`config.mk`:
```
export PLATFORM = sky130hd
export DESIGN_NAME = uart_rx
export DESIGN_NICKNAME = d
export VERILOG_FILES = /design/src/rtl/uart_rx.sv
export SDC_FILE = /design/constraint.sdc
export NUM_CORES = 1
export LEC_CHECK = 0
export BUFFER_PORTS_ARGS = -buffer_cell sky130_fd_sc_hd__buf_2
export CORE_ASPECT_RATIO = 2
export CORE_MARGIN = 1
export CORE_UTILIZATION = 55
export CTS_CLUSTER_SIZE = 20
export DETAILED_ROUTE_END_ITERATION = 12
export PLACE_DENSITY = 0.74
export SYNTH_ARGS = -nofsm -noshare
export SYNTH_HDL_FRONTEND = slang
export SYNTH_SLANG_ARGS = --single-unit
export TNS_END_PERCENT = 5
```
`constraint.sdc`:
```
create_clock -name clk -period 2.8 [get_ports clk]
set_input_delay 0.42 -clock clk [delete_from_list [all_inputs] [get_ports clk]]
set_output_delay 0.42 -clock clk [all_outputs]
set_load 0.1 [all_outputs]
```
`src/rtl/uart_rx.sv`:
```
// UART receiver: start bit, Word_len data bits LSB first, one stop bit, no parity.
// Samples each bit at its centre and hands words out on a valid/ready stream.
module uart_rx #(
  parameter int unsigned clk_rate = 100000000,
  parameter int unsigned Baud     = 115200,
  parameter int unsigned Word_len = 8
) (
  input  logic                clk,
  input  logic                rst,
  input  logic                Uart_rx,
  output logic [Word_len-1:0] rx_data,
  output logic                rx_data_valid,
  input  logic                rx_data_ready,
  output logic                frame_err,
  output logic                overrun_err,
  output logic                rx_busy
);

  localparam int unsigned BAUD_DIV = clk_rate / Baud;
  localparam int unsigned HALF_DIV = BAUD_DIV / 2;
  localparam int unsigned CNT_W    = $clog2(BAUD_DIV) + 1;
  localparam int unsigned BIT_W    = $clog2(Word_len + 1);

  localparam logic [CNT_W-1:0] BAUD_LAST = CNT_W'(BAUD_DIV - 1);
  localparam logic [CNT_W-1:0] HALF_LAST = CNT_W'(HALF_DIV - 1);
  localparam logic [BIT_W-1:0] BIT_LAST  = BIT_W'(Word_len - 1);

  typedef enum logic [2:0] {
    ST_IDLE,
    ST_START,
    ST_DATA,
    ST_STOP,
    ST_BREAK
  } state_e;

  state_e              state_q;
  logic [1:0]          sync_q;
  logic [CNT_W-1:0]    baud_cnt_q;
  logic [BIT_W-1:0]    bit_cnt_q;
  logic [Word_len-1:0] shift_q;
  logic [Word_len-1:0] rx_data_q;
  logic                rx_data_valid_q;
  logic                frame_err_q;
  logic                overrun_err_q;
  logic                rx_busy_q;
  logic                rx_s;

  // Two-flop synchronizer; resets to the idle (high) line level.
  always_ff @(posedge clk) begin
    if (rst) begin
      sync_q <= 2'b11;
    end else begin
      sync_q <= {sync_q[0], Uart_rx};
    end
  end

  assign rx_s = sync_q[1];

  always_ff @(posedge clk) begin
    if (rst) begin
      state_q         <= ST_IDLE;
      baud_cnt_q      <= '0;
      bit_cnt_q       <= '0;
      shift_q         <= '0;
      rx_data_q       <= '0;
      rx_data_valid_q <= 1'b0;
      frame_err_q     <= 1'b0;
      overrun_err_q   <= 1'b0;
      rx_busy_q       <= 1'b0;
    end else begin
      frame_err_q   <= 1'b0;
      overrun_err_q <= 1'b0;
      // Consumer handshake; a delivery later in this block overrides the clear.
      if (rx_data_valid_q && rx_data_ready) begin
        rx_data_valid_q <= 1'b0;
      end

      case (state_q)
        ST_IDLE: begin
          baud_cnt_q <= '0;
          bit_cnt_q  <= '0;
          if (!rx_s) begin
            state_q   <= ST_START;
            rx_busy_q <= 1'b1;
          end
        end

        ST_START: begin
          if (baud_cnt_q == HALF_LAST) begin
            baud_cnt_q <= '0;
            if (rx_s) begin
              state_q   <= ST_IDLE;
              rx_busy_q <= 1'b0;
            end else begin
              state_q <= ST_DATA;
            end
          end else begin
            baud_cnt_q <= baud_cnt_q + CNT_W'(1);
          end
        end

        ST_DATA: begin
          if (baud_cnt_q == BAUD_LAST) begin
            baud_cnt_q <= '0;
            shift_q    <= {rx_s, shift_q[Word_len-1:1]};
            if (bit_cnt_q == BIT_LAST) begin
              bit_cnt_q <= '0;
              state_q   <= ST_STOP;
            end else begin
              bit_cnt_q <= bit_cnt_q + BIT_W'(1);
            end
          end else begin
            baud_cnt_q <= baud_cnt_q + CNT_W'(1);
          end
        end

        // Leaving at mid-stop-bit lets an immediately following start edge be caught.
        ST_STOP: begin
          if (baud_cnt_q == BAUD_LAST) begin
            baud_cnt_q <= '0;
            if (rx_s) begin
              state_q   <= ST_IDLE;
              rx_busy_q <= 1'b0;
              if (!rx_data_valid_q || rx_data_ready) begin
                rx_data_q       <= shift_q;
                rx_data_valid_q <= 1'b1;
              end else begin
                overrun_err_q <= 1'b1;
              end
            end else begin
              frame_err_q <= 1'b1;
              state_q     <= ST_BREAK;
            end
          end else begin
            baud_cnt_q <= baud_cnt_q + CNT_W'(1);
          end
        end

        ST_BREAK: begin
          if (rx_s) begin
            state_q   <= ST_IDLE;
            rx_busy_q <= 1'b0;
          end
        end

        default: begin
          state_q   <= ST_IDLE;
          rx_busy_q <= 1'b0;
        end
      endcase
    end
  end

  assign rx_data       = rx_data_q;
  assign rx_data_valid = rx_data_valid_q;
  assign frame_err     = frame_err_q;
  assign overrun_err   = overrun_err_q;
  assign rx_busy       = rx_busy_q;

endmodule

```
### After elaboration in Yosys (flattened, before gate mapping)

Cells that the tools add are included.

* flip-flop bits (word level): 40
* input bits: 4
* output and inout port bits: 12
* logic and storage cells: 70

* equal/unequal tests: 13
* reductions and logical operators: 14
* $add $sub $neg: 2
* bitwise logic cells: 4
* mux-type cells: 27

Operators with widths (count)
* $pmux 11 s3: 1
* $mux 11: 2
* $mux 3: 7
* $pmux 3 s5: 1
* $ne 2x2->1 const B: 6
* $add 11x1->11 const B: 1
* $eq 11x10->1 const B: 1
* $eq 11x9->1 const B: 1
* $mux 1: 11
* $mux 4: 2
* $pmux 4 s2: 1
* $reduce_and 4->1: 2
* $eq 3x2->1 const B: 2
* $reduce_and 6->1: 1
* $pmux 1 s5: 1
* $add 4x1->4 const B: 1
* $eq 4x3->1 const B: 1
* $not 1->1: 4
* $reduce_and 2->1: 2
* $reduce_or 4->1: 1
* $eq 3x1->1 const B: 1
* $eq 3x3->1 const B: 1
* $logic_not 3->1: 1
* $reduce_bool 3->1: 1
* other kinds (7): 7

### Depth between registers and ports, before layout

Gate-level depths: netlist (run 1).

* word-level depth: 6
* gate-level depth with buffers: 8
* gate-level depth less buffers: 7

### Worst setup path before layout (run 1)

No wires, ideal clock.

* path type: register to register
* start: reg baud_cnt_q[2]
* end: reg rx_data_q[0] (netlist: rx_data[0])
* required time: 2.672 ns
* period minus slack after synthesis: 2.166 ns
* setup time: 0.128 ns
* path buffers: 2
* arrival: 2.039 ns
* cell stages (with the launch flop): 8
* setup slack: 0.634 ns
* path through: dfxtp_1 > or3_4 > or4_1 > buf_2 > nor4b_4 > buf_6 > mux2i_1 > nor2_1

* cells in the longest elaborated chain, start to end: 2

Ends and longest elaborated chain
* start: declaration: line 38 `logic [CNT_W-1:0] baud_cnt_q;`
* start signal: assignment: line 98 `baud_cnt_q <= baud_cnt_q + CNT_W'(1);`
* start signal: assignment: line 113 `baud_cnt_q <= baud_cnt_q + CNT_W'(1);`
* start signal: assignment: line 135 `baud_cnt_q <= baud_cnt_q + CNT_W'(1);`
* $eq 11x10->1: line 119 `if (baud_cnt_q == BAUD_LAST) begin`
* $reduce_and 4->1 (no line)
* end signal: assignment: line 125 `rx_data_q <= shift_q;`
* end: declaration: line 41 `logic [Word_len-1:0] rx_data_q;`

Every way passes these cells.
A chain may end at the register's enable or synchronous reset.

### Final worst setup path (run 1)

* start: reg baud_cnt_q[2]
* end: reg baud_cnt_q[2]

* cells in the longest elaborated chain, start to end: 3
* elaborated cells between the ends (all ways): 6
* classes of those cells: add/sub: 1; eq/ne: 2; mux: 3

Ends and longest elaborated chain
* $add 11x1->11 (tied with other cells): line 98, 113, 135
* $mux 11 (on tied branches): line 103, 119, 89
* $pmux 11 s3 *: line 78 `case (state_q)`

Mark *: on every way between the ends. The rest lies on a longest branch, timed or not.

==> flow_metrics.tcl, run 1 <==
set metrics [dict create \
    synth_ff_type "dfxtp_1" \
    drv_cap 0 \
    cts_sinks 40 \
    start_kind "flop" \
    yosys-top-cells-count "dfxtp_1 (40), nor2_1 (29), mux2i_1 (17)" \
    synth_area_sq_mm 0.00184 \
    worstPathArrival_ns 2.60 \
    cts_max_path_buffers 2 \
    cpPeakStageDelay_ns 0.60 \
    antenna_found_initial 0 \
    ant_nets 0 \
    clock.fmax_mhz 415 \
    critPathCaptureType "flop" \
    cts_buffers 5 \
    viasPerCell 5.96 \
    vias 1519 \
    drv_slew 0 \
    post_cts_resized 0 \
    core-area_sq_mm 0.00319 \
    hold_slack_ns 0.297 \
    clkLatencyLatePin_ns 0.30 \
    grt_use_total_pct 23.9 \
    ys_top_cells_by_area "dfxtp_1 (44%), mux2i_1 (9.3%), nor2_1 (5.9%)" \
    clock_skew_ns 0.0136 \
    synth_edf_count 0 \
    dieArea_sq_mm 0.00359 \
    yosysMostFrequentCell "dfxtp_1" \
    fill_cells 297 \
    synth_warnings 0 \
    gp_congestion 0.909 \
    slew_headroom_pct 53.8 \
    timing.hold.worst.start "Uart_rx" \
    wirelength_microns 3860 \
    grt_max_degree 43 \
    multi_input_area_sq_um 953 \
    drt_iter0_drc 38 \
    htreeDepth 2 \
    synthCells 207 \
    finalHoldViolations 0 \
    critical_path.max_fanout 7 \
    drc 0 \
    status "completed" \
    dp_slack_ns 0.388 \
    cts_tree "built" \
    gr-total-overflow 0 \
    yosysTopAreaCell "dfxtp_1" \
    rows 29 \
    cts_setup_buffers 0 \
    io_pins 16 \
    tightest_slew_ns 0.693 \
    powerDensity_mw_per_mm2 495 \
    drt-wirelength-per-cell_microns 15.1 \
    synthToLayoutAreaGrowth_pct 10.1 \
    initial_core_util_pct 57.6 \
    max-vdd-ir-drop_uv 382 \
    p_leak_nw 0.792 \
    seqCellArea_sq_um 801 \
    hold_buffers 0 \
    grt_pass1_vias 1534 \
    synth_nets 214 \
    required_ns 2.99 \
    antennaDiodeCount 0 \
    dp_hpwl_microns 2850 \
    finalSetupViolCount 0 \
    ys_ff_latch 40 \
    path_cells "or3_4, or4_1, buf_4, a21boi_1, o31ai_1, a21o_1" \
    rsz0062_at_grt "no" \
    path_class "reg2reg" \
    die_width_microns 42.9 \
    die_h_microns 83.8 \
    yosysTopAreaCellShare_pct 43.6 \
    synth.distinct_cells 44 \
    avgSynthCellArea_sq_um 8.88 \
    min_path_type "in2reg" \
    async_flop_share_pct 0 \
    final_core_util_pct 63.4 \
    cpMaxStageDelayCell "or4_1" \
    r2r-start "baud_cnt_q[2]" \
    clk_pin_slew_worst_paths_ns 0.09 \
    dr.pass1.iters 4 \
    drive_above_1_share_pct 15.2 \
    fin_crit_sh_pct 86.1 \
    nets 230 \
    finalCriticalPeriod_ns 2.41 \
    port-buffer-count 15 \
    final.setup.worst_slack_ns 0.388 \
    yosysSeqAreaShare_pct 43.6 \
    grt_pass1_wl_microns 6640 \
    clock-root-buffer "clkbuf_8" \
    startpoint "baud_cnt_q[2]" \
    finalSetupTns_ns 0 \
]
## where the power goes
group | leakage, nW | total (mW) | internal (mW) | switching, mW
registers | 0.323 | 0.579 | 0.573 | 0.00600
clock network | 0.0479 | 0.378 | 0.173 | 0.204
logic | 0.421 | 0.0445 | 0.0132 | 0.0313
## path summary, 6_finish.rpt
check | endpoint | slack (ns) | cells after the start
min reg2reg | sync_q[1] | 0.44 | 1
max reg2reg | baud_cnt_q[2] | 0.39 | 6
min | sync_q[0] | 0.30 | 2
max | baud_cnt_q[2] | 0.39 | 6
## final cells by class
class	instances	share of cell area [%]
Clock buffer	5	3.40
Clock inverter	3	0.928
Inverter	10	1.86
Multi-Input combinational cell	147	47.1
Sequential cell	40	39.6
Tap cell	31	1.92
Timing Repair Buffer	19	5.19
## sequential cells by signal, indices dropped and copies added (netlist names)
register       flops
baud_cnt_q        11
rx_data            8
shift_q            8
bit_cnt_q          4
state_q            3
sync_q             2
frame_err          1
overrun_err        1
rx_busy            1
rx_data_valid      1
## worst max-delay path, delay by kind of cell, from the launching register on
family	cells	cell delay (ns)
buffers and inverters	1	0.20
DFF	1	0.37
and+or+nand+nor	2	1.00
AOI/OAI and AO/OA	3	0.74
## layer usage
layer	vias to the layer above	GRT usage, %	share of wire (%)
met5	-	0	0
met1	717	25.1	39
met3	16	5.63	2.8
met2	33	41.6	55
li1	753	-	-
met4	0	13.4	3.5
## kinds of logic (layout without fill, tap and decap cells)
| family | Yosys count | after routing | share of synthesized area, % |
|---|---|---|---|
| DFF | 40 | 40 | 43.6 |
| and+or+nand+nor | 88 | 88 | 26.1 |
| muxes | 17 | 17 | 9.26 |
| AOI/OAI and AO/OA | 32 | 32 | 11.1 |
| adders and majority gates | 3 | 3 | 2.04 |
| buffers and inverters | 20 | 37 | 4.56 |
| xor gates and xnor gates | 7 | 7 | 3.34 |
## per-stage QoR
step	cells	total power, mW	area, sq um
floorplan	207	0.624	1840
global placement	247	0.634	1940
detailed placement	247	0.636	1940
CTS	255	1.01	2020
global route	255	1.04	2020
finish	255	1.00	2020
## cells in the final DEF, fill, tap and decap left out, types with 6 or more instances in the layout
master,instances
buf_2,15
inv_1,10
nand3_1,6
o21ai_0,10
nor2_1,29
dfxtp_1,40
nand2_1,12
mux2i_1,17
(Power assumes the default switching activity.)
==> run 2, diff against run 1 <==
- CELL_PAD_IN_SITES_DETAIL_PLACEMENT: default -> 1
- CELL_PAD_IN_SITES_GLOBAL_PLACEMENT: default -> 2
- CORE_UTILIZATION: 55 -> 36
- PLACE_DENSITY: 0.74 -> default
- PLACE_DENSITY_LB_ADDON: default -> 0.1
==> run 2 against run 1 <==
Largest power group unchanged. Cell area is 2.6% higher. Power is 12% higher. Wire length is 23% higher. Utilization is 21 points lower. Sequential share of layout area is 1.0 points lower. Worst setup slack worse by 0.030 ns. Clock skew is 0.0063 ns lower. Non-clock buffer count is 1 lower. Clock-buffer cell count stayed put. Maximum frequency is 1.2% lower. Via count is 4.0% higher. Sequential power hardly changed.
==> flow_metrics.tcl, run 2 (synthesis results as in run 1) <==
set metrics [dict create \
    rsz0062_at_grt "no" \
    crit_family "simple AND/OR/NAND/NOR gates" \
    finalHoldViolations 0 \
    core-area_sq_mm 0.00491 \
    grt_pass1_wl_microns 7800 \
    path_buf_inv 1 \
    nets 229 \
    layout_common_cells "dfxtp_1 (40), nor2_1 (29), mux2i_1 (17)" \
    viasPerCell 5.64 \
    grt_use_total_pct 19.4 \
    cts_setup_buffers 0 \
    antennaDiodeCount 0 \
    status "completed" \
    power_mw 1.12 \
    min_path_type "in2reg" \
    finalSetupTns_ns 0 \
    hold_depth 2 \
    dieArea_sq_mm 0.00541 \
    hold_slack_ns 0.307 \
    port-buffer-count 15 \
    p_leak_nw 0.795 \
    fin_crit_sh_pct 87.2 \
    cts_buffers 5 \
    rows 36 \
    largest_reg_flops 11 \
    post_cts_resized 0 \
    drt-wirelength-per-cell_microns 16.9 \
    slew_headroom_pct 45.7 \
    critical_path.max_fanout 8 \
    start_kind "flop" \
    path_cells "ha_1, nand3_1, or4_1, nor4b_4, buf_4, mux2i_1, nor2_1" \
    initial_core_util_pct 37.4 \
    r2r_cells 7 \
    max-vdd-ir-drop_uv 427 \
    wirelength_microns 4740 \
    synthToLayoutAreaGrowth_pct 12.9 \
    final.setup.worst_slack_ns 0.358 \
    die_width_microns 52.5 \
    critPathCaptureType "flop" \
    die_h_microns 103 \
    drc 0 \
    multi_input_area_sq_um 953 \
    clock_skew_ns 0.00726 \
    required_ns 2.97 \
    gp_congestion 0.761 \
    grt_max_degree 43 \
    clock-root-buffer "clkbuf_8" \
    dp_hpwl_microns 3480 \
    antenna_found_initial 0 \
    drive_above_1_share_pct 14.8 \
    cp_num_cells 7 \
    hold_buffers 0 \
    htreeDepth 2 \
    finalCriticalPeriod_ns 2.44 \
    drt_iter0_drc 37 \
    final_common_cell "dfxtp_1" \
    seqCellArea_sq_um 801 \
    dp_slack_ns 0.346 \
    final_core_util_pct 42.3 \
    tightest_slew_ns 0.813 \
    cpPeakStageDelay_ns 0.67 \
    io_pins 16 \
    clk_pin_slew_worst_paths_ns 0.09 \
    worstPathArrival_ns 2.61 \
    path_class "reg2reg" \
    ant_nets 0 \
    dr.pass1.iters 4 \
    cts_sinks 40 \
    drv_cap 0 \
    finalSetupViolCount 0 \
    gr-total-overflow 0 \
    powerDensity_mw_per_mm2 539 \
    clkLatencyLatePin_ns 0.30 \
    fill_cells 594 \
    clock.fmax_mhz 410 \
    cts_max_path_buffers 2 \
    largest_register "baud_cnt_q" \
    vias 1580 \
    drv_slew 0 \
    cpMaxStageDelayCell "or4_1" \
    cts_tree "built" \
    grt_pass1_vias 1656 \
]
## run 2: changes by cell type in the layout (fill, tap and decap cells not counted), sizes merged
cell      before  now
inv           10   11
bufinv         0    1
buf           19   18
clkinv         3    0
clkinvlp       0    1
## run 2: layer usage
layer	wire length (microns)	part of all wire, %	global-route usage [%]
met1	1830	39	19.9
met2	2690	57	35.7
met3	88	1.9	3.39
met4	130	2.7	9.92
met5	0	0	0
## run 2: area by class of cell
| class | instances | share of cell area (%) |
|---|---|---|
| multi-input cells | 147 | 45.9 |
| flip-flops and latches | 40 | 38.6 |
| repair buffers | 18 | 4.70 |
| well taps | 57 | 3.44 |
| clock buffers | 5 | 3.32 |
| clock inverters | 3 | 2.23 |
| inverters | 10 | 1.81 |
## run 2: report_power, final
part	internal (mW)	leakage, nW	switching, mW
combinational	0.0143	0.417	0.0327
clock	0.269	0.0548	0.224
sequential	0.573	0.323	0.00621
total	0.855	0.795	0.263
## run 2: metrics by stage
stage / std cells / instance area, sq um
2_1_floorplan: 207 / 1840
3_3_place_gp: 272 / 1960
3_5_place_dp: 272 / 1960
4_1_cts: 280 / 2080
5_1_grt: 280 / 2080
6_report: 280 / 2080
## run 2: path summary, 6_finish.rpt
kind,to,slack (ns),from
max reg2reg,rx_data[4],0.36,baud_cnt_q[0]
min reg2reg,sync_q[1],0.43,sync_q[0]
max,rx_data[4],0.36,baud_cnt_q[0]
min,sync_q[0],0.31,Uart_rx
